File: config.mk
export PLATFORM = sky130hd
export DESIGN_NAME = sync_arbiter
export DESIGN_NICKNAME = d
export VERILOG_FILES = /design/src/rtl/sync_pkg.sv /design/src/rtl/rr_pick.sv /design/src/rtl/sync_arbiter.sv
export SDC_FILE = /design/constraint.sdc
export NUM_CORES = 1
export LEC_CHECK = 0
export ABC_AREA = 1
export CORE_MARGIN = 2
export CORE_UTILIZATION = 45
export DETAILED_ROUTE_END_ITERATION = 12
export HOLD_SLACK_MARGIN = 0.03
export PLACE_DENSITY = 0.79
export SYNTH_ARGS = -nofsm -noshare
export SYNTH_HDL_FRONTEND = slang
export SYNTH_SLANG_ARGS = --single-unit
File: constraint.sdc
create_clock -name clk -period 1.4 [get_ports clk]
set_input_delay 0.35 -clock clk [delete_from_list [all_inputs] [get_ports clk]]
set_output_delay 0.35 -clock clk [all_outputs]
set_load 0.02 [all_outputs]
File: src/rtl/sync_pkg.sv
// Shared definitions for the sync_arbiter family: FSM encoding, width helper and default widths.
// SYNC_ARB_PRIORITY0_EN (see sync_arbiter.sv) is the only build option; nothing here depends on it.
package sync_pkg;

  typedef enum logic {
    SYNC_IDLE   = 1'b0,
    SYNC_STROBE = 1'b1
  } sync_state_t;

  // Minimum of 1 so single-value counters and indices still get a real bit.
  function automatic int sync_clog2(input int value);
    int w;
    w = 0;
    while ((1 << w) < value) w++;
    return (w < 1) ? 1 : w;
  endfunction

  localparam int DEFAULT_CHANNELS = 4;
  localparam int CH_W             = sync_clog2(DEFAULT_CHANNELS);

endpackage

File: src/rtl/rr_pick.sv
// Combinational round-robin picker: first set bit of req at or after ptr, wrapping past CHANNELS-1.
// valid is low when req is all zero; idx is then 0.
module rr_pick
  import sync_pkg::*;
#(
  parameter int CHANNELS = 4
) (
  input  logic [CHANNELS-1:0]             req,
  input  logic [sync_clog2(CHANNELS)-1:0] ptr,
  output logic [sync_clog2(CHANNELS)-1:0] idx,
  output logic                            valid
);

  localparam int IDX_W = sync_clog2(CHANNELS);

  logic [IDX_W-1:0] cand;

  always_comb begin
    valid = 1'b0;
    idx   = '0;
    cand  = '0;
    for (int i = 0; i < CHANNELS; i++) begin
      cand = IDX_W'((int'(ptr) + i) % CHANNELS);
      if (!valid && req[cand]) begin
        valid = 1'b1;
        idx   = cand;
      end
    end
  end

endmodule

File: src/rtl/sync_arbiter.sv
// N-channel slot arbiter: round-robin grant onto enabled slots, STROBE_CYCLES of strobe, then level done.
// Build option SYNC_ARB_PRIORITY0_EN: channel 0 wins every grant it is eligible for and never moves rr_ptr.
module sync_arbiter
  import sync_pkg::*;
#(
  parameter int CHANNELS      = 4,
  parameter int STROBE_CYCLES = 1
) (
  input  logic                            clk,
  input  logic                            reset,
  input  logic                            enabled,
  input  logic [CHANNELS-1:0]             pending,
  output logic [CHANNELS-1:0]             strobe,
  output logic [CHANNELS-1:0]             done,
  output logic                            busy,
  output logic [sync_clog2(CHANNELS)-1:0] grant_id
);

  localparam int IDX_W = (CHANNELS == DEFAULT_CHANNELS) ? CH_W : sync_clog2(CHANNELS);
  localparam int CNT_W = sync_clog2(STROBE_CYCLES);

  sync_state_t      state, state_nxt;
  logic [CNT_W-1:0] count, count_nxt;
  logic [IDX_W-1:0] grant_nxt;
  logic [IDX_W-1:0] rr_ptr, rr_nxt;
  logic [IDX_W-1:0] pick_idx, sel_idx;
  logic             pick_valid;
  logic             grant_pending;
  logic [CHANNELS-1:0] done_q, done_nxt;
  logic [CHANNELS-1:0] eligible;

  // Pointer after a grant ends; a priority-0 grant leaves the rotation among 1..N-1 untouched.
  function automatic logic [IDX_W-1:0] next_ptr(input logic [IDX_W-1:0] idx,
                                                input logic [IDX_W-1:0] cur);
`ifdef SYNC_ARB_PRIORITY0_EN
    if (idx == '0) return cur;
`endif
    if (int'(idx) == CHANNELS - 1) return '0;
    return idx + IDX_W'(1);
  endfunction

  assign eligible      = pending & ~done_q;
  assign grant_pending = pending[grant_id];

  rr_pick #(
    .CHANNELS(CHANNELS)
  ) u_pick (
    .req  (eligible),
    .ptr  (rr_ptr),
    .idx  (pick_idx),
    .valid(pick_valid)
  );

  always_comb begin
    sel_idx = pick_idx;
`ifdef SYNC_ARB_PRIORITY0_EN
    if (eligible[0]) sel_idx = '0;
`endif
  end

  always_comb begin
    state_nxt = state;
    count_nxt = count;
    grant_nxt = grant_id;
    rr_nxt    = rr_ptr;
    // done_q drops for any channel that has released its request
    done_nxt  = done_q & pending;
    case (state)
      SYNC_IDLE: begin
        if (enabled && pick_valid) begin
          grant_nxt = sel_idx;
          count_nxt = CNT_W'(STROBE_CYCLES - 1);
          state_nxt = SYNC_STROBE;
        end
      end
      SYNC_STROBE: begin
        if (!grant_pending) begin
          state_nxt = SYNC_IDLE;
          rr_nxt    = next_ptr(grant_id, rr_ptr);
        end else if (count == '0) begin
          done_nxt[grant_id] = 1'b1;
          state_nxt          = SYNC_IDLE;
          rr_nxt             = next_ptr(grant_id, rr_ptr);
        end else begin
          count_nxt = count - CNT_W'(1);
        end
      end
      default: state_nxt = SYNC_IDLE;
    endcase
  end

  always_ff @(posedge clk) begin
    if (reset) begin
      state    <= SYNC_IDLE;
      count    <= '0;
      grant_id <= '0;
      rr_ptr   <= '0;
      done_q   <= '0;
    end else begin
      state    <= state_nxt;
      count    <= count_nxt;
      grant_id <= grant_nxt;
      rr_ptr   <= rr_nxt;
      done_q   <= done_nxt;
    end
  end

  // Strobe is gated live by enabled and the requester's own pending level.
  always_comb begin
    strobe = '0;
    if (state == SYNC_STROBE && enabled && grant_pending) strobe[grant_id] = 1'b1;
  end

  assign done = done_q & pending;
  assign busy = (state == SYNC_STROBE);

  a_strobe_onehot0 : assert property (@(posedge clk) $onehot0(strobe));

endmodule

==> impl_metrics.env <==
export IMPL_status="finished with violations"
export IMPL_failing_checks="negative setup slack"
export IMPL_finalWorstSetupSlack_ns=-0.4687
export IMPL_wl_um=2527
export IMPL_layoutNonFillerInstCount=182
export IMPL_grt_first_pass_wirelength_um=3939
export IMPL_io_pins=18
export IMPL_path_depth=8
export IMPL_flow_area_growth_from_synthesis_pct=76.04
export IMPL_area_inside_the_core_boundary_mm2=0.001506
export IMPL_antenna_found_initial=0
export IMPL_critical_path_peak_fanout=4
export IMPL_grt_max_degree=9
export IMPL_worst_path_dominant_cell_family="flip-flops"
export IMPL_synthTopCellsByArea="dfxtp_1 (25%), nand2_1 (15%), nand3_1 (10%)"
export IMPL_route_detailed_wl_per_inst_um=13.88
export IMPL_crit_buf_inv=2
export IMPL_grt_util_all_layers_pct=27.20
export IMPL_rsz0062_at_grt="true"
export IMPL_antenna_violating_nets_post_route=0
export IMPL_power_w=0.0009433
export IMPL_synth_seq_cells=9
export IMPL_holdWs_ns=0.5076
export IMPL_synth_largest_type_area_fraction_pct=25.00
export IMPL_post_synth_num_cell_types=18
export IMPL_synth_largest_area_cell="dfxtp_1"
export IMPL_worstSetupPathType="reg -> out"
export IMPL_synth_warning_count=0
export IMPL_fin_worst_skew_ns=0.005156
export IMPL_timing_final_setup_violations=6
export IMPL_overflow=0
export IMPL_worstHoldPathCells=2
export IMPL_rows=14
export IMPL_tritoncts="yes"
export IMPL_finalWorstPathRequiredPeriod_ns=1.869
export IMPL_mappedNetlistNets=127
export IMPL_finalSetupTns_ns=-2.056
export IMPL_maxClockFrequency_ghz=0.5351
export IMPL_worst_setup_hold_path_clk_slew_ns=0.07
export IMPL_final_max_slew_violation_count=0
export IMPL_residual_drc_count=0
export IMPL_initial_utilization_pct=47.84
export IMPL_post_route_cells_drive_above_1_share_pct=51.81
export IMPL_synth_avg_cell_area_um2=6.213
export IMPL_clk_root_buffer_cell="clkbuf_4"
export IMPL_worstPathArrival_ns=1.52
export IMPL_cts_buffers_inserted=3
export IMPL_hold_path_class="reg -> reg"
export IMPL_finalCritPeriodShare_pct=133.5
export IMPL_worst_setup_path_start_kind="register"
export IMPL_final_hold_viol_count=0
export IMPL_finalCoreUtilization_pct=84.22
export IMPL_firstDrtPassIters=4
export IMPL_grt_pass1_vias=908
export IMPL_first_iter_violations=24
export IMPL_cts_sinks=9
export IMPL_tightestPinTransition_ns=0.2156
export IMPL_critical_path_endpoint_type="output port"
export IMPL_clkLatencyLatePin_ns=0.26
export IMPL_worst_ir_drop_vdd_v=0.0006648
export IMPL_setup_reg_to_reg_worst_slack_ns=-0.16
export IMPL_design_die_area_mm2=0.001938
export IMPL_synthCells=116
export IMPL_crit_path_max_incr_delay_ns=0.38
export IMPL_power_density_mw_per_mm2=743.5
export IMPL_die_width_um=44.02
export IMPL_timing_slew_headroom_pct=85.62
export IMPL_num_antenna_cells=0
export IMPL_seq_area_frac_synth_pct=25.00
export IMPL_reg2reg_depth=10
export IMPL_crit_path_cell_trace="nor2_2 -> nor2_1 -> o21ai_1 -> a21oi_2 -> buf_4 -> nand2_4 -> nor2_4 -> buf_6"
export IMPL_final_stage_net_count=178
export IMPL_routed_via_density=5.264
export IMPL_worstPathRequired_ns=1.05
export IMPL_route_vias_total=958
export IMPL_die_boundary_height_um=44.02
export IMPL_cts_htree_levels=1
export IMPL_buffer_ports_inserted=17
export IMPL_place_gp_congestion=0.9140
export IMPL_numPlacedInstances=167
export IMPL_hpwlAfterDp_um=1668
export IMPL_power_leakage_nw=0.6824
export IMPL_clock_tree_buffer_depth=2
export IMPL_cts_hold_fix_buffers=0
export IMPL_cpMaxStageDelayCell="dfxtp_4"
export IMPL_maxCapViolCount=0
export IMPL_syn_area_um2=720.7
[cells in the mapped netlist]
cell type  count
a21oi_1       10
a21oi_2        1
buf_6          1
dfxtp_1        9
ha_1           4
inv_1         16
inv_2          1
inv_8          1
nand2_1       29
nand2_2        6
nand3_1       15
nand3_2        2
nand4_1        2
nor2_1        12
nor2_4         1
o211a_1        1
o21ai_0        4
o21ai_1        1
[repair_timing]
action	4_1_cts	5_1_grt
endpoints found under the setup margin	16	13
buffers inserted	6	6
resized for setup	62	22
pin swaps	4	10
[where the power goes]
group | total, W | switching, W | internal [W]
Clock | 0.000207 | 0.0000974 | 0.000110
Combinational | 0.000433 | 0.000246 | 0.000187
Sequential | 0.000303 | 0.0000286 | 0.000275
Total | 0.000943 | 0.000372 | 0.000572
[area by class of cell]
type / instances / area (um2)
Sequential cell: 9 / 191.4
Multi-Input combinational cell: 88 / 586.8
Inverter: 18 / 80.08
Timing Repair Buffer: 47 / 364.1
Fill cell: 89 / 237.7
Tap cell: 16 / 20.02
Clock buffer: 4 / 26.28
[cell families (layout without fill, tap and decap cells)]
group | after synthesis | in the layout | share of synthesized area, %
compound gates | 17 | 17 | 13.02
fa+ha+maj | 4 | 4 | 6.945
flops | 9 | 9 | 25.00
buf+inv | 19 | 69 | 11.98
simple gates | 67 | 67 | 43.05
[metrics by stage]
stage               area, um2  setup slack (ns)
finish                   1269           -0.4687
global route             1269           -0.5393
global placement         1096            -1.010
CTS                      1189           -0.3787
detailed placement       1096            -1.045
floorplan               762.0        -0.0004878
[flip-flops by register name, summed over array words and instances, names as in the netlist]
name and flops:
done_q 4, grant_id 2, rr_ptr 2, busy 1
[per-layer routing]
metal | track usage [%] | routed length [um] | part of all wire, % | up-vias
met5 | 0 | 0 | 0 | -
met4 | 7.879 | 59 | 2.3 | 0
met3 | 6.531 | 169 | 6.7 | 6
met2 | 48.24 | 1283 | 51 | 45
met1 | 32.41 | 1014 | 40 | 435
li1 | - | - | - | 472
[path summary, 6_finish.rpt]
kind | startpoint | to
worst max register to register | grant_id[0]$_SDFFE_PP0P_ | done_q[2]$_SDFF_PP0_
worst min-delay path | done_q[1]$_SDFF_PP0_ | done_q[1]$_SDFF_PP0_
worst max-delay path | grant_id[0]$_SDFFE_PP0P_ | strobe[1]
worst min register to register | done_q[1]$_SDFF_PP0_ | done_q[1]$_SDFF_PP0_
[layout by cell type, fill, tap and decap left out, drive strengths merged]
cell type / count
buf: 39
nand2: 35
inv: 17
nand3: 17
nor2: 13
a21oi: 11
dfxtp: 9
clkbuf: 6
o21ai: 5
dlygate4sd2: 4
ha: 4
nand4: 2
clkdlybuf4s50: 2
o211a: 1
clkinv: 1
[tightest hold or removal path: cells and delay by family, from the launching register on]
kind / cells / cell delay [ns]
DFF: 1 / 0.31
and+or+nand+nor: 1 / 0.10
AOI/OAI and AO/OA: 1 / 0.06
Power figures use the tool's default switching activity.
